$ cat src/rtl/sparsity_pkg.sv
// Shared definitions for the multi-channel sparsity mode controller.
//
// Contents:
//   MILLI          - fixed-point scale of the density value (1000 = fully dense)
//   mode_e         - structured-sparsity mode encoding driven to the PE array
//   ctrl_state_e   - controller FSM state encoding (visible as state_q in the top)
//   classify       - maps a density to a mode given three thresholds
//   thr_lower      - threshold minus hysteresis, saturating at zero
//   thr_raise      - threshold plus hysteresis, widened so it cannot wrap
package sparsity_pkg;

    localparam int MILLI = 1000;

    typedef enum logic [1:0] {
        MODE_DENSE = 2'd0,
        MODE_2TO4  = 2'd1,
        MODE_1TO4  = 2'd2,
        MODE_1TO8  = 2'd3
    } mode_e;

    typedef enum logic [1:0] {
        ST_IDLE   = 2'd0,
        ST_DIV    = 2'd1,
        ST_DECIDE = 2'd2
    } ctrl_state_e;

    // Densities and adjusted thresholds are carried on 12 bits: a raised
    // threshold can reach 1023 + 1023.
    function automatic mode_e classify(input logic [11:0] d,
                                       input logic [11:0] t_2to4,
                                       input logic [11:0] t_1to4,
                                       input logic [11:0] t_1to8);
        if (d >= t_2to4) begin
            return MODE_DENSE;
        end else if (d >= t_1to4) begin
            return MODE_2TO4;
        end else if (d >= t_1to8) begin
            return MODE_1TO4;
        end
        return MODE_1TO8;
    endfunction

    function automatic logic [11:0] thr_lower(input logic [9:0] t, input logic [9:0] h);
        return (t > h) ? {2'b00, t - h} : 12'd0;
    endfunction

    function automatic logic [11:0] thr_raise(input logic [9:0] t, input logic [9:0] h);
        return {2'b00, t} + {2'b00, h};
    endfunction

endpackage

$ cat src/rtl/seq_divider_milli.sv
// Sequential restoring divider producing floor(num * 1000 / den).
//
// One quotient bit per cycle over ACC_W+10 cycles after the start edge.
// When den == 0 or num > den the result is clamped to 1000; the full cycle
// count is still spent so the caller sees a fixed latency.
//
// Ports:
//   clk_i, reset_i  clock, synchronous active-high reset (aborts a divide)
//   start_i         load operands and begin (ignored while busy)
//   num_i, den_i    numerator / denominator (ACC_W bits)
//   busy_o          divide in progress
//   done_o          one-cycle pulse after the last iteration; quot_o valid
//                   from then until the next start
//   quot_o          density in milli-units, 0..1000
//
// ACC_W must be at least 6 so that the quotient register spans 16 bits.
module seq_divider_milli
    import sparsity_pkg::*;
#(
    parameter int ACC_W = 24
) (
    input  logic             clk_i,
    input  logic             reset_i,
    input  logic             start_i,
    input  logic [ACC_W-1:0] num_i,
    input  logic [ACC_W-1:0] den_i,
    output logic             busy_o,
    output logic             done_o,
    output logic [15:0]      quot_o
);

    localparam int DW   = ACC_W + 10;
    localparam int ITER = ACC_W + 10;
    localparam int IW   = $clog2(ITER + 1);

    // quo_q starts as the dividend and shifts quotient bits in from the LSB
    // while dividend bits leave from the MSB into the partial remainder.
    logic [DW-1:0]    quo_q, quo_d;
    logic [ACC_W-1:0] rem_q, rem_d;
    logic [ACC_W-1:0] den_q;
    logic [IW-1:0]    iter_q;
    logic             busy_q, done_q, clamp_q;
    logic [ACC_W:0]   trial;

    always_comb begin
        trial = {rem_q, quo_q[DW-1]};
        if (trial >= {1'b0, den_q}) begin
            rem_d = ACC_W'(trial - {1'b0, den_q});
            quo_d = {quo_q[DW-2:0], 1'b1};
        end else begin
            rem_d = trial[ACC_W-1:0];
            quo_d = {quo_q[DW-2:0], 1'b0};
        end
    end

    always_ff @(posedge clk_i) begin
        if (reset_i) begin
            quo_q   <= '0;
            rem_q   <= '0;
            den_q   <= '0;
            iter_q  <= '0;
            busy_q  <= 1'b0;
            done_q  <= 1'b0;
            clamp_q <= 1'b0;
        end else begin
            done_q <= 1'b0;
            if (start_i && !busy_q) begin
                quo_q   <= DW'(num_i) * DW'(MILLI);
                rem_q   <= '0;
                den_q   <= den_i;
                iter_q  <= IW'(ITER);
                busy_q  <= 1'b1;
                clamp_q <= (den_i == '0) || (num_i > den_i);
            end else if (busy_q) begin
                quo_q  <= quo_d;
                rem_q  <= rem_d;
                iter_q <= iter_q - IW'(1);
                if (iter_q == IW'(1)) begin
                    busy_q <= 1'b0;
                    done_q <= 1'b1;
                end
            end
        end
    end

    assign busy_o = busy_q;
    assign done_o = done_q;
    // Unclamped quotient is at most 1000, so the low 16 bits hold it exactly.
    assign quot_o = clamp_q ? 16'(MILLI) : quo_q[15:0];

endmodule

$ cat src/rtl/sparsity_mode_ctrl_mc.sv
// Multi-channel adaptive structured-sparsity mode controller.
//
// Accumulates per-channel nonzero/total element counts over WINDOW_SIZE
// accepted samples, turns each closed window into a density (milli-units)
// with one shared sequential divider, and picks DENSE / 2:4 / 1:4 / 1:8 per
// channel using hysteresis and a minimum-hold rule. Manual override per
// channel forces the mode directly.
//
// Ports:
//   clk, reset                      clock, synchronous active-high reset
//   sample_valid / sample_ready     sample handshake
//   sample_ch                       target channel (>= NUM_CH: accepted, dropped)
//   nonzero_count, total_count      per-sample counts
//   manual_override, manual_mode    per-channel forced mode (ch c at [2c+1:2c])
//   thresh_2to4/1to4/1to8           density boundaries in milli
//   hyst_milli                      hysteresis band in milli
//   min_hold_windows                decided windows required before an automatic change
//   mode_out, mode_change_pulse     current mode per channel, one-cycle change pulses
//   density_valid/_ch/_milli        report of the last completed window
//   change_count                    total mode changes, saturating
//
// Handshake: a sample transfers on a rising edge where sample_valid and
// sample_ready are both high. sample_ready is high only while the FSM is
// IDLE; the producer must hold the sample stable until it transfers.
//
// The FSM state is kept in state_q (ctrl_state_e) for observation.
module sparsity_mode_ctrl_mc
    import sparsity_pkg::*;
#(
    parameter int NUM_CH      = 4,
    parameter int WINDOW_SIZE = 8,
    parameter int CNT_W       = 16,
    parameter int ACC_W       = 24,
    parameter int CH_W        = (NUM_CH > 1) ? $clog2(NUM_CH) : 1
) (
    input  logic                clk,
    input  logic                reset,
    input  logic                sample_valid,
    output logic                sample_ready,
    input  logic [CH_W-1:0]     sample_ch,
    input  logic [CNT_W-1:0]    nonzero_count,
    input  logic [CNT_W-1:0]    total_count,
    input  logic [NUM_CH-1:0]   manual_override,
    input  logic [2*NUM_CH-1:0] manual_mode,
    input  logic [9:0]          thresh_2to4,
    input  logic [9:0]          thresh_1to4,
    input  logic [9:0]          thresh_1to8,
    input  logic [9:0]          hyst_milli,
    input  logic [7:0]          min_hold_windows,
    output logic [2*NUM_CH-1:0] mode_out,
    output logic [NUM_CH-1:0]   mode_change_pulse,
    output logic                density_valid,
    output logic [CH_W-1:0]     density_ch,
    output logic [15:0]         density_milli,
    output logic [15:0]         change_count
);

    localparam int WC_W = $clog2(WINDOW_SIZE + 1);
    localparam int AW1  = ACC_W + 1;

    // ------------------------------------------------------------------
    // State
    // ------------------------------------------------------------------
    ctrl_state_e      state_q;
    logic [ACC_W-1:0] nz_acc_q  [NUM_CH];
    logic [ACC_W-1:0] tot_acc_q [NUM_CH];
    logic [WC_W-1:0]  cnt_q     [NUM_CH];
    mode_e            mode_q    [NUM_CH];
    mode_e            mode_d    [NUM_CH];
    logic [7:0]       hold_q    [NUM_CH];
    logic [7:0]       hold_d    [NUM_CH];
    logic [CH_W-1:0]  dec_ch_q;
    logic [NUM_CH-1:0] pulse_q, chg;
    logic             dv_q;
    logic [CH_W-1:0]  dch_q;
    logic [15:0]      dmilli_q;
    logic [15:0]      cc_q, cc_d;

    // ------------------------------------------------------------------
    // Sample acceptance
    // ------------------------------------------------------------------
    function automatic logic [ACC_W-1:0] sat_add(input logic [ACC_W-1:0] a,
                                                 input logic [CNT_W-1:0] b);
        logic [ACC_W:0] s;
        s = {1'b0, a} + AW1'(b);
        return s[ACC_W] ? {ACC_W{1'b1}} : s[ACC_W-1:0];
    endfunction

    logic             ch_ok, accept, win_close;
    logic [CH_W-1:0]  idx;
    logic [ACC_W-1:0] nz_sum, tot_sum;
    logic             div_start, div_busy, div_done;
    logic [15:0]      div_quot;

    assign sample_ready = (state_q == ST_IDLE);
    assign ch_ok        = (int'(sample_ch) < NUM_CH);
    // Out-of-range channels still handshake but touch no channel state;
    // idx is forced in range so array reads stay defined.
    assign idx          = ch_ok ? sample_ch : '0;
    assign accept       = sample_valid && sample_ready && ch_ok;
    assign nz_sum       = sat_add(nz_acc_q[idx], nonzero_count);
    assign tot_sum      = sat_add(tot_acc_q[idx], total_count);
    assign win_close    = (cnt_q[idx] == WC_W'(WINDOW_SIZE - 1));
    assign div_start    = accept && win_close && !div_busy;

    seq_divider_milli #(
        .ACC_W (ACC_W)
    ) u_div (
        .clk_i   (clk),
        .reset_i (reset),
        .start_i (div_start),
        .num_i   (nz_sum),
        .den_i   (tot_sum),
        .busy_o  (div_busy),
        .done_o  (div_done),
        .quot_o  (div_quot)
    );

    // ------------------------------------------------------------------
    // Window decision for the channel that just finished dividing
    // ------------------------------------------------------------------
    mode_e cur_mode, mode_s, mode_h, auto_mode;

    assign cur_mode = mode_q[dec_ch_q];
    // mode_s uses lowered thresholds: moving sparser needs to clear the band.
    // mode_h uses raised thresholds: moving denser needs to clear the band.
    assign mode_s = classify(div_quot[11:0],
                             thr_lower(thresh_2to4, hyst_milli),
                             thr_lower(thresh_1to4, hyst_milli),
                             thr_lower(thresh_1to8, hyst_milli));
    assign mode_h = classify(div_quot[11:0],
                             thr_raise(thresh_2to4, hyst_milli),
                             thr_raise(thresh_1to4, hyst_milli),
                             thr_raise(thresh_1to8, hyst_milli));

    always_comb begin
        auto_mode = cur_mode;
        if (mode_s > cur_mode) begin
            auto_mode = mode_s;
        end else if (mode_h < cur_mode) begin
            auto_mode = mode_h;
        end
    end

    // ------------------------------------------------------------------
    // Per-channel next mode / hold, override taking priority
    // ------------------------------------------------------------------
    logic [15:0] n_chg;
    logic [16:0] cc_sum;

    always_comb begin
        n_chg = '0;
        chg   = '0;
        for (int c = 0; c < NUM_CH; c++) begin
            mode_d[c] = mode_q[c];
            hold_d[c] = hold_q[c];
            if (manual_override[c]) begin
                if (mode_e'(manual_mode[2*c +: 2]) != mode_q[c]) begin
                    mode_d[c] = mode_e'(manual_mode[2*c +: 2]);
                    hold_d[c] = '0;
                    chg[c]    = 1'b1;
                end
            end else if ((state_q == ST_DECIDE) && (int'(dec_ch_q) == c)) begin
                // Hold age is compared before it is advanced for this window.
                if ((auto_mode != mode_q[c]) && (hold_q[c] >= min_hold_windows)) begin
                    mode_d[c] = auto_mode;
                    hold_d[c] = '0;
                    chg[c]    = 1'b1;
                end else if (hold_q[c] != 8'hFF) begin
                    hold_d[c] = hold_q[c] + 8'd1;
                end
            end
            if (chg[c]) begin
                n_chg = n_chg + 16'd1;
            end
        end
        cc_sum = {1'b0, cc_q} + {1'b0, n_chg};
        cc_d   = cc_sum[16] ? 16'hFFFF : cc_sum[15:0];
    end

    // ------------------------------------------------------------------
    // Controller FSM and registered outputs
    // ------------------------------------------------------------------
    always_ff @(posedge clk) begin
        if (reset) begin
            state_q  <= ST_IDLE;
            dec_ch_q <= '0;
            for (int c = 0; c < NUM_CH; c++) begin
                nz_acc_q[c]  <= '0;
                tot_acc_q[c] <= '0;
                cnt_q[c]     <= '0;
                mode_q[c]    <= MODE_DENSE;
                hold_q[c]    <= 8'hFF;
            end
            pulse_q  <= '0;
            dv_q     <= 1'b0;
            dch_q    <= '0;
            dmilli_q <= '0;
            cc_q     <= '0;
        end else begin
            dv_q <= 1'b0;
            case (state_q)
                ST_IDLE: begin
                    if (accept) begin
                        if (win_close) begin
                            // Sums including this sample went to the divider.
                            nz_acc_q[idx]  <= '0;
                            tot_acc_q[idx] <= '0;
                            cnt_q[idx]     <= '0;
                            dec_ch_q       <= idx;
                            state_q        <= ST_DIV;
                        end else begin
                            nz_acc_q[idx]  <= nz_sum;
                            tot_acc_q[idx] <= tot_sum;
                            cnt_q[idx]     <= cnt_q[idx] + WC_W'(1);
                        end
                    end
                end
                ST_DIV: begin
                    if (div_done) begin
                        state_q <= ST_DECIDE;
                    end
                end
                ST_DECIDE: begin
                    state_q  <= ST_IDLE;
                    dv_q     <= 1'b1;
                    dch_q    <= dec_ch_q;
                    dmilli_q <= div_quot;
                end
                default: begin
                    state_q <= ST_IDLE;
                end
            endcase
            for (int c = 0; c < NUM_CH; c++) begin
                mode_q[c] <= mode_d[c];
                hold_q[c] <= hold_d[c];
            end
            pulse_q <= chg;
            cc_q    <= cc_d;
        end
    end

    always_comb begin
        mode_out = '0;
        for (int c = 0; c < NUM_CH; c++) begin
            mode_out[2*c +: 2] = mode_q[c];
        end
    end

    assign mode_change_pulse = pulse_q;
    assign density_valid     = dv_q;
    assign density_ch        = dch_q;
    assign density_milli     = dmilli_q;
    assign change_count      = cc_q;

endmodule
$ cat config.mk
export PLATFORM = sky130hd
export DESIGN_NAME = sparsity_mode_ctrl_mc
export DESIGN_NICKNAME = d
export VERILOG_FILES = /design/src/rtl/sparsity_pkg.sv /design/src/rtl/seq_divider_milli.sv /design/src/rtl/sparsity_mode_ctrl_mc.sv
export SDC_FILE = /design/constraint.sdc
export NUM_CORES = 1
export LEC_CHECK = 0
export BUFFER_PORTS_ARGS = -buffer_cell sky130_fd_sc_hd__buf_2
export CAP_MARGIN = 20
export CORE_MARGIN = 2
export CORE_UTILIZATION = 57
export DETAILED_ROUTE_END_ITERATION = 10
export HOLD_SLACK_MARGIN = 0.05
export PLACE_DENSITY = 0.86
export SLEW_MARGIN = 10
export SYNTH_ARGS = -nofsm -noshare
export SYNTH_HDL_FRONTEND = slang
export SYNTH_SLANG_ARGS = --single-unit
$ cat constraint.sdc
create_clock -name clk -period 9.55 [get_ports clk]
set_input_delay 0.955 -clock clk [delete_from_list [all_inputs] [get_ports clk]]
set_output_delay 0.955 -clock clk [all_outputs]
set_load 0.02 [all_outputs]
### After elaboration in Yosys (flattened, before gate mapping)

Memories as Yosys holds them, arrays and structs flattened. A register that Yosys moved wholly into a read port is not among the register bits.
Cells that the tools add are included.

| word-level totals | value |
|---|---|
| bits in registers | 134 |
| memory bits (writable) | 248 |
| output and inout port bits | 48 |
| word-level logic and storage cells | 246 |
| memories | 5 |

| cells by class | value |
|---|---|
| add/sub/neg operators | 19 |
| $mul | 1 |
| $lt $le $gt $ge | 17 |
| equality and inequality tests | 22 |
| mux-type cells | 129 |
| bitwise operators | 12 |
| reduce and logical (&&, ||, !) cells | 25 |

Memories:

| memory | depth | bits a word | read ports | clocked after Yosys merged registers in | wr ports | line | source |
|---|---|---|---|---|---|---|---|
| nz_acc_q | 4 | 24 | 1 | 0 | 4 | sparsity_mode_ctrl_mc.sv:65 | `logic [ACC_W-1:0] nz_acc_q [NUM_CH];` |
| tot_acc_q | 4 | 24 | 1 | 0 | 4 | sparsity_mode_ctrl_mc.sv:66 | `logic [ACC_W-1:0] tot_acc_q [NUM_CH];` |
| hold_q | 4 | 8 | 4 | 0 | 4 | sparsity_mode_ctrl_mc.sv:70 | `logic [7:0] hold_q [NUM_CH];` |
| cnt_q | 4 | 4 | 1 | 0 | 4 | sparsity_mode_ctrl_mc.sv:67 | `logic [WC_W-1:0] cnt_q [NUM_CH];` |
| mode_q | 4 | 2 | 5 | 1 | 4 | sparsity_mode_ctrl_mc.sv:68 | `mode_e mode_q [NUM_CH];` |

Operators by type and width:

| operator | count |
|---|---|
| two-way mux 8 bit | 24 |
| two-way mux 24 bit | 7 |
| two-way mux 16 bit | 5 |
| two-way mux 2 bit | 38 |
| two-way mux 34 bit | 2 |
| adder 24 x 16 -> 25 bit | 2 |
| adder 16 x 1 -> 16 bit, second input constant | 3 |
| OR reduction 24 bit | 2 |
| two-way mux 1 bit | 45 |
| greater-or-equal comparator 12 x 10 -> 1 bit | 3 |
| greater-or-equal comparator 12 x 11 -> 1 bit | 3 |
| adder 10 x 10 -> 11 bit | 3 |
| adder 8 x 1 -> 8 bit, second input constant | 4 |
| greater-or-equal comparator 8 bit | 4 |
| inequality test 8 bit, second input constant | 4 |
| multiplier 24 x 7 -> 31 bit, second input constant | 1 |
| greater-than comparator 10 bit | 3 |
| two-way mux 10 bit | 3 |
| subtractor 10 bit | 3 |
| greater-or-equal comparator 25 x 24 -> 1 bit | 1 |
| greater-than comparator 24 bit | 1 |
| logical NOT 24 bit | 1 |
| subtractor 24 bit | 1 |
| adder 16 x 16 -> 17 bit | 1 |
| other kinds (24) | 61 |

### Logic depth before layout (Yosys ltp)

| logic depth | value |
|---|---|
| depth after elaboration | 23 |
| mapped depth | 47 |
| gate-level depth less buffers | 46 |

### Modules after synthesis

A second synthesis with hierarchy kept.

| second synthesis, totals | value |
|---|---|
| cell total of the unflattened synthesis | 3261 |
| area total of the unflattened synthesis | 29926.2 sq um |

By module, submodules not included:

| module | instances | cells an instance | area each (sq um) | sequential area each (sq um) |
|---|---|---|---|---|
| sparsity_mode_ctrl_mc | 1 | 2039 | 19809.0 | 7947.6 |
| seq_divider_milli | 1 | 1222 | 10117.2 | 1821.7 |

### Worst setup path before layout

No wires, ideal clock.

| timing path | value |
|---|---|
| path kind | in2reg |
| start point | input sample_ch[0] |
| end point | register u_div.quo_q[27] |
| library setup time | 0.095 ns |
| arrival | 9.853 ns |
| data required time | 9.455 ns |
| path slack | -0.398 ns |
| stages | 34 |
| buffers on the path | 6 |
| path through | clkbuf_1 -> buf_4 -> buf_4 -> buf_1 -> buf_1 -> mux4_2 -> ha_1 -> o21a_1 -> o21a_1 -> o21ai_0 -> a31oi_1 -> o21a_1 -> o211ai_1 -> a31o_2 -> nor2_1 -> clkbuf_1 -> nor2_1 -> inv_1 -> ha_1 -> fa_1 -> fa_1 -> inv_1 -> fa_1 -> inv_1 -> ha_1 -> or4_1 -> a21o_1 -> a31oi_1 -> nor4_1 -> nor4_1 -> o31ai_1 -> xnor2_1 -> nand2_1 -> a221oi_1 |

| between the ends | value |
|---|---|
| longest elaborated chain between the ends | 6 |

RTL lines:

| item | line | source |
|---|---|---|
| start, declared | sparsity_mode_ctrl_mc.sv:40 | `input logic [CH_W-1:0] sample_ch,` |
| parallel branches: the longest is 6 deep, another holds multiplier 24 x 7 -> 31 bit | -- |  |
| end signal, assigned | seq_divider_milli.sv:68 | `quo_q <= DW'(num_i) * DW'(MILLI);` |
| end signal, assigned | seq_divider_milli.sv:75 | `quo_q <= quo_d;` |
| end, declared | seq_divider_milli.sv:38 | `logic [DW-1:0] quo_q, quo_d;` |

Parallel ways; which one is timed is not known.
A chain may end at the register's enable or synchronous reset.

### Worst setup path after layout

| timing path | value |
|---|---|
| start point | input hyst_milli[1] |
| end point | register cc_q[15], in the netlist change_count[15] |

| between the ends | value |
|---|---|
| longest elaborated chain between the ends | 23 |

RTL lines:

| item | line | source |
|---|---|---|
| start, declared | sparsity_mode_ctrl_mc.sv:48 | `input logic [9:0] hyst_milli,` |
| adder 10 x 10 -> 11 bit, or another cell as far along | sparsity_pkg.sv:48 | `return {2'b00, t} + {2'b00, h};` |
| greater-or-equal comparator 12 x 11 -> 1 bit / two-way mux 10 bit (equally long branches) | sparsity_pkg.sv:37, sparsity_pkg.sv:44 |  |
| two-way mux 1 bit / greater-or-equal comparator 12 x 10 -> 1 bit (equally long branches) | sparsity_pkg.sv:37 | `end else if (d >= t_1to8) begin` |
| two-way mux 1 bit (on tied branches) | sparsity_pkg.sv:35, sparsity_pkg.sv:37 |  |
| two-way mux 1 bit (on tied branches) | sparsity_pkg.sv:33, sparsity_pkg.sv:35 |  |
| two-way mux 2 bit / two-way mux 1 bit (equally long branches) | sparsity_pkg.sv:40, sparsity_pkg.sv:33 |  |
| < comparator 2 bit / two-way mux 2 bit (equally long branches) | sparsity_mode_ctrl_mc.sv:140, sparsity_pkg.sv:40 |  |
| two-way mux 2 bit / greater-than comparator 2 bit (equally long branches) | sparsity_mode_ctrl_mc.sv:140, sparsity_mode_ctrl_mc.sv:138 |  |
| [7 not listed] | -- |  |
| adder 16 x 1 -> 16 bit | sparsity_mode_ctrl_mc.sv:174 | `n_chg = n_chg + 16'd1;` |
| two-way mux 16 bit | sparsity_mode_ctrl_mc.sv:173 | `if (chg[c]) begin` |
| adder 16 x 1 -> 16 bit | sparsity_mode_ctrl_mc.sv:174 |  |
| two-way mux 16 bit | sparsity_mode_ctrl_mc.sv:173 |  |
| adder 16 x 1 -> 16 bit | sparsity_mode_ctrl_mc.sv:174 |  |
| two-way mux 16 bit * | sparsity_mode_ctrl_mc.sv:173 |  |
| adder 16 x 16 -> 17 bit * | sparsity_mode_ctrl_mc.sv:177 | `cc_sum = {1'b0, cc_q} + {1'b0, n_chg};` |
| two-way mux 16 bit * | sparsity_mode_ctrl_mc.sv:178 | `cc_d = cc_sum[16] ? 16'hFFFF : cc_sum[15:0];` |
| end signal, assigned | sparsity_mode_ctrl_mc.sv:199 | `cc_q <= '0;` |
| end signal, assigned | sparsity_mode_ctrl_mc.sv:239 | `cc_q <= cc_d;` |
| end, declared | sparsity_mode_ctrl_mc.sv:77 | `logic [15:0] cc_q, cc_d;` |

Every way passes the cells marked *; elsewhere a longest branch is shown, timed or not.

==> impl_results.md <==
- CTS root buffer: sky130_fd_sc_hd__clkbuf_16
- #FFs+latches synth: 384
- Slew HR: 0.333
- I/O pin count: 145
- Clock Latency Late Sink: between 0.5 and 0.6 ns
- Clock net sink count: 384
- Max-slew violations: 0
- Estimated wirelength of the detail-placed design: approximately 54 mm
- Pwr/cell area: approximately 360 mW/mm^2
- Number of fill cells: between 3000 and 4000
- Non-filler cells in the finished layout: 3891
- TritonCTS clock tree: yes
- Top area cells in the synthesized netlist: sky130_fd_sc_hd__edfxtp_1, sky130_fd_sc_hd__ha_1, sky130_fd_sc_hd__dfxtp_1, sky130_fd_sc_hd__fa_1, sky130_fd_sc_hd__nor2_1
- Cell total after placement: 3814
- Pin count of the biggest net entering global routing: 102
- Total vias in the final route: between 20000 and 25000
- Layout Utilization: 0.637
- Net total in the final layout: 3702
- Crit path launch type: input port
- Cell at the slowest stage of the critical path: sky130_fd_sc_hd__fa_1
- DRC violations left: 0
- Synthesized instance count: slightly above 3000
- Core outline area: around 0.05 sq mm
- Tot GR Track Use: 0.287
- Kind of end point of the critical path: register
- Die Wd: between 200 and 250 um
- Result of the run: completed
- Most used standard cell by instance count after synthesis: sky130_fd_sc_hd__nor2_1
- Max cap viols: 0
- Maximum cell stage delay along the critical path: between 0.4 and 0.5 ns
- Die height: between 200 and 250 um
- Top cell type's share of synthesized area: 0.217
- Library cell occupying the most area in the post-synthesis netlist: sky130_fd_sc_hd__edfxtp_1
- Final period utilization: 0.937
- Ys flop type: sky130_fd_sc_hd__edfxtp_1
- First-pass GRT wire length: around 120 mm
- Routed Antenna Nets: 0
- Synthesis-to-finish area growth: 10.6%
- Number of port buffers: about 140
- CTS Hold Buffers Added: 0
- Slew of the pin with the lowest slew margin: around 1.0 ns
- Final critical path time including I/O delays and setup: 8.95 ns
- Tot Pwr: about 11 mW
- Initial antenna violation count: 1
- Routed wirelength normalized by instance count: 19.3 um
- Async set-or-reset flop fraction in the synthesized netlist: 0
- Count of endpoints failing hold in the final timing report: 0
- Peak supply drop: 0.767 mV
- Via count of the first global-routing pass: 23500
- Max clock buf depth: 3
- Post-route clock skew: 0.0333 ns
- Depth of the most critical reg-to-reg path: 31
- Post-synth design cell area: approximately 0.029 sq mm
- Share of cells above drive strength 1: 0.118
- Mean Syn Cell Area: roughly 9.4 sq um
- Data arrival, critical path: 9.37 ns
- Hold path depth: 2
- DRT iter0 DRCs: 2194
- Worst min path class: register to register
- Final hold slack: about 0.45 ns
- Critical path fanouts, max: 9
- Placement Cell Area: approximately 0.030 sq mm
- H-tree levels: 2
- Reported leakage power: between 10 and 15 nW
- Total of warnings raised by yosys: 0
- Most numerous cell types in the synthesized netlist: sky130_fd_sc_hd__nor2_1, sky130_fd_sc_hd__inv_1, sky130_fd_sc_hd__ha_1, sky130_fd_sc_hd__a21oi_1, sky130_fd_sc_hd__edfxtp_1
- Setup slack of the critical path after layout: slightly above 0.6 ns
- Worst setup slack before clock tree synthesis: -0.0519 ns
- Number of nets produced by synthesis: 3564
- Final setup viols: 0
- Initial core utilization: 0.576
- Share of the yosys chip area belonging to registers: 0.339
- Total Routed Length: ~75 mm
- EDFF count, synth: ~210
- Setup TNS Final: 0 ns
- Synth cell types: 84
- Cell area after layout: 0.0318 sq mm
- Number of buffers added by the clock tree synthesis step: 43
- Maximum clock rate: about 0.11 GHz
- Per-cell via count in the routed design: between 6 and 7
- Critical path class: input port to register
- Clock transition time at the flip-flop clock pins of the worst setup and hold paths: roughly 0.060 ns
- Aggregate global routing overflow: 0
- Final RePlAce weighted congestion: ~0.94
- Number of cell rows: 82
- Detailed-routing iteration count for the pre-antenna-repair pass: 6
- Die outline area: roughly 0.052 sq mm
- Crit path required time: 9.97 ns
==> power by group <==
part	total (mW)	switching [mW]	internal, mW
clock network	1.72	0.711	1.01
logic	7.82	4.55	3.27
registers	1.95	0.0887	1.86
==> placed cells by master, fill, tap and decap left out, types with 17 or more instances in the layout <==
cell                          n
sky130_fd_sc_hd__nor3_1      69
sky130_fd_sc_hd__nand3_1     55
sky130_fd_sc_hd__a21oi_1    241
sky130_fd_sc_hd__o21ai_0    139
sky130_fd_sc_hd__ha_1       321
sky130_fd_sc_hd__edfxtp_1   208
sky130_fd_sc_hd__buf_4       55
sky130_fd_sc_hd__or2_2       17
sky130_fd_sc_hd__and2_1      21
sky130_fd_sc_hd__nand2b_1    44
sky130_fd_sc_hd__a211o_1     19
sky130_fd_sc_hd__nor2_1     333
sky130_fd_sc_hd__mux4_2      54
sky130_fd_sc_hd__fa_1        96
sky130_fd_sc_hd__nor2b_1     25
sky130_fd_sc_hd__xor2_1      43
sky130_fd_sc_hd__buf_2      142
sky130_fd_sc_hd__a31oi_1     27
sky130_fd_sc_hd__o21a_1      22
sky130_fd_sc_hd__o21bai_1    32
sky130_fd_sc_hd__a21o_1      71
sky130_fd_sc_hd__nand4_1     27
sky130_fd_sc_hd__a211oi_1    34
sky130_fd_sc_hd__xnor2_1     90
sky130_fd_sc_hd__and3_1      21
sky130_fd_sc_hd__dfxtp_1    175
sky130_fd_sc_hd__mux2i_1     22
sky130_fd_sc_hd__nand2_1    176
sky130_fd_sc_hd__clkbuf_16   44
sky130_fd_sc_hd__inv_1      331
==> timing repair <==
item,in CTS,in global routing
setup buffers,0,1
setup endpoints to repair,0,16
gates resized for setup,0,4
==> logic make-up after synthesis <==
| logic type | after synthesis | synth area share |
|---|---|---|
| adders and majority gates | 417 | 0.206 |
| muxes | 82 | 0.0524 |
| DFF | 384 | 0.339 |
| other | 1 | 0.000130 |
| AOI/OAI and AO/OA | 717 | 0.159 |
| and+or+nand+nor | 880 | 0.145 |
| xor gates and xnor gates | 134 | 0.0410 |
| buffers and inverters | 435 | 0.0575 |
==> cell type report <==
class | instances | area [sq um] | area share
Multi-Input combinational cell | 2231 | 17400 | 0.547
Sequential cell | 384 | 9770 | 0.307
Inverter | 331 | 1240 | 0.0390
Clock buffer | 53 | 1160 | 0.0366
Timing Repair Buffer | 197 | 1120 | 0.0353
Tap cell | 672 | 841 | 0.0264
Clock inverter | 22 | 273 | 0.00857
Antenna cell | 1 | 2.50 | 0.0000786
==> layer usage <==
metal	vias to the layer above	track usage	share of wire
li1	11100	-	-
met1	11200	0.365	0.39
met2	1046	0.477	0.48
met3	278	0.0448	0.081
met4	0	0.140	0.049
met5	-	0	0
==> worst max-delay path: cells and delay by family <==
kind                       cells  cell delay, ns
AOI/OAI and AO/OA             22            3.63
and+or+nand+nor               12            2.28
buffers and inverters          3            0.50
adders and majority gates      6            1.71
muxes                          1            0.28
==> sequential cells by signal, indices dropped and copies added, names as in the netlist, named ones only <==
| name | count |
|---|---|
| cnt_q | 16 |
| tot_acc_q | 96 |
| u_div.den_q | 24 |
| change_count | 16 |
| dec_ch_q | 2 |
| u_div.iter_q | 6 |
| state_q | 2 |
| density_milli | 16 |
| u_div.rem_q | 24 |
| u_div.busy_o | 1 |
| mode_change_pulse | 4 |
| nz_acc_q | 96 |
| mode_q | 8 |
| density_valid | 1 |
| hold_q | 32 |
| u_div.clamp_q | 1 |
| density_ch | 2 |
| u_div.done_o | 1 |
| u_div.quo_q | 34 |
==> final timing paths <==
check	startpoint	endpoint	slack, ns
setup reg to reg	nz_acc_q[3][0]	u_div.quo_q[29]	1.11
hold / removal	density_milli[13]	density_milli[13]	0.45
setup / recovery	hyst_milli[1]	change_count[15]	0.60
hold reg to reg	density_milli[13]	density_milli[13]	0.45
No activity file was read; power rests on OpenSTA's default activity.
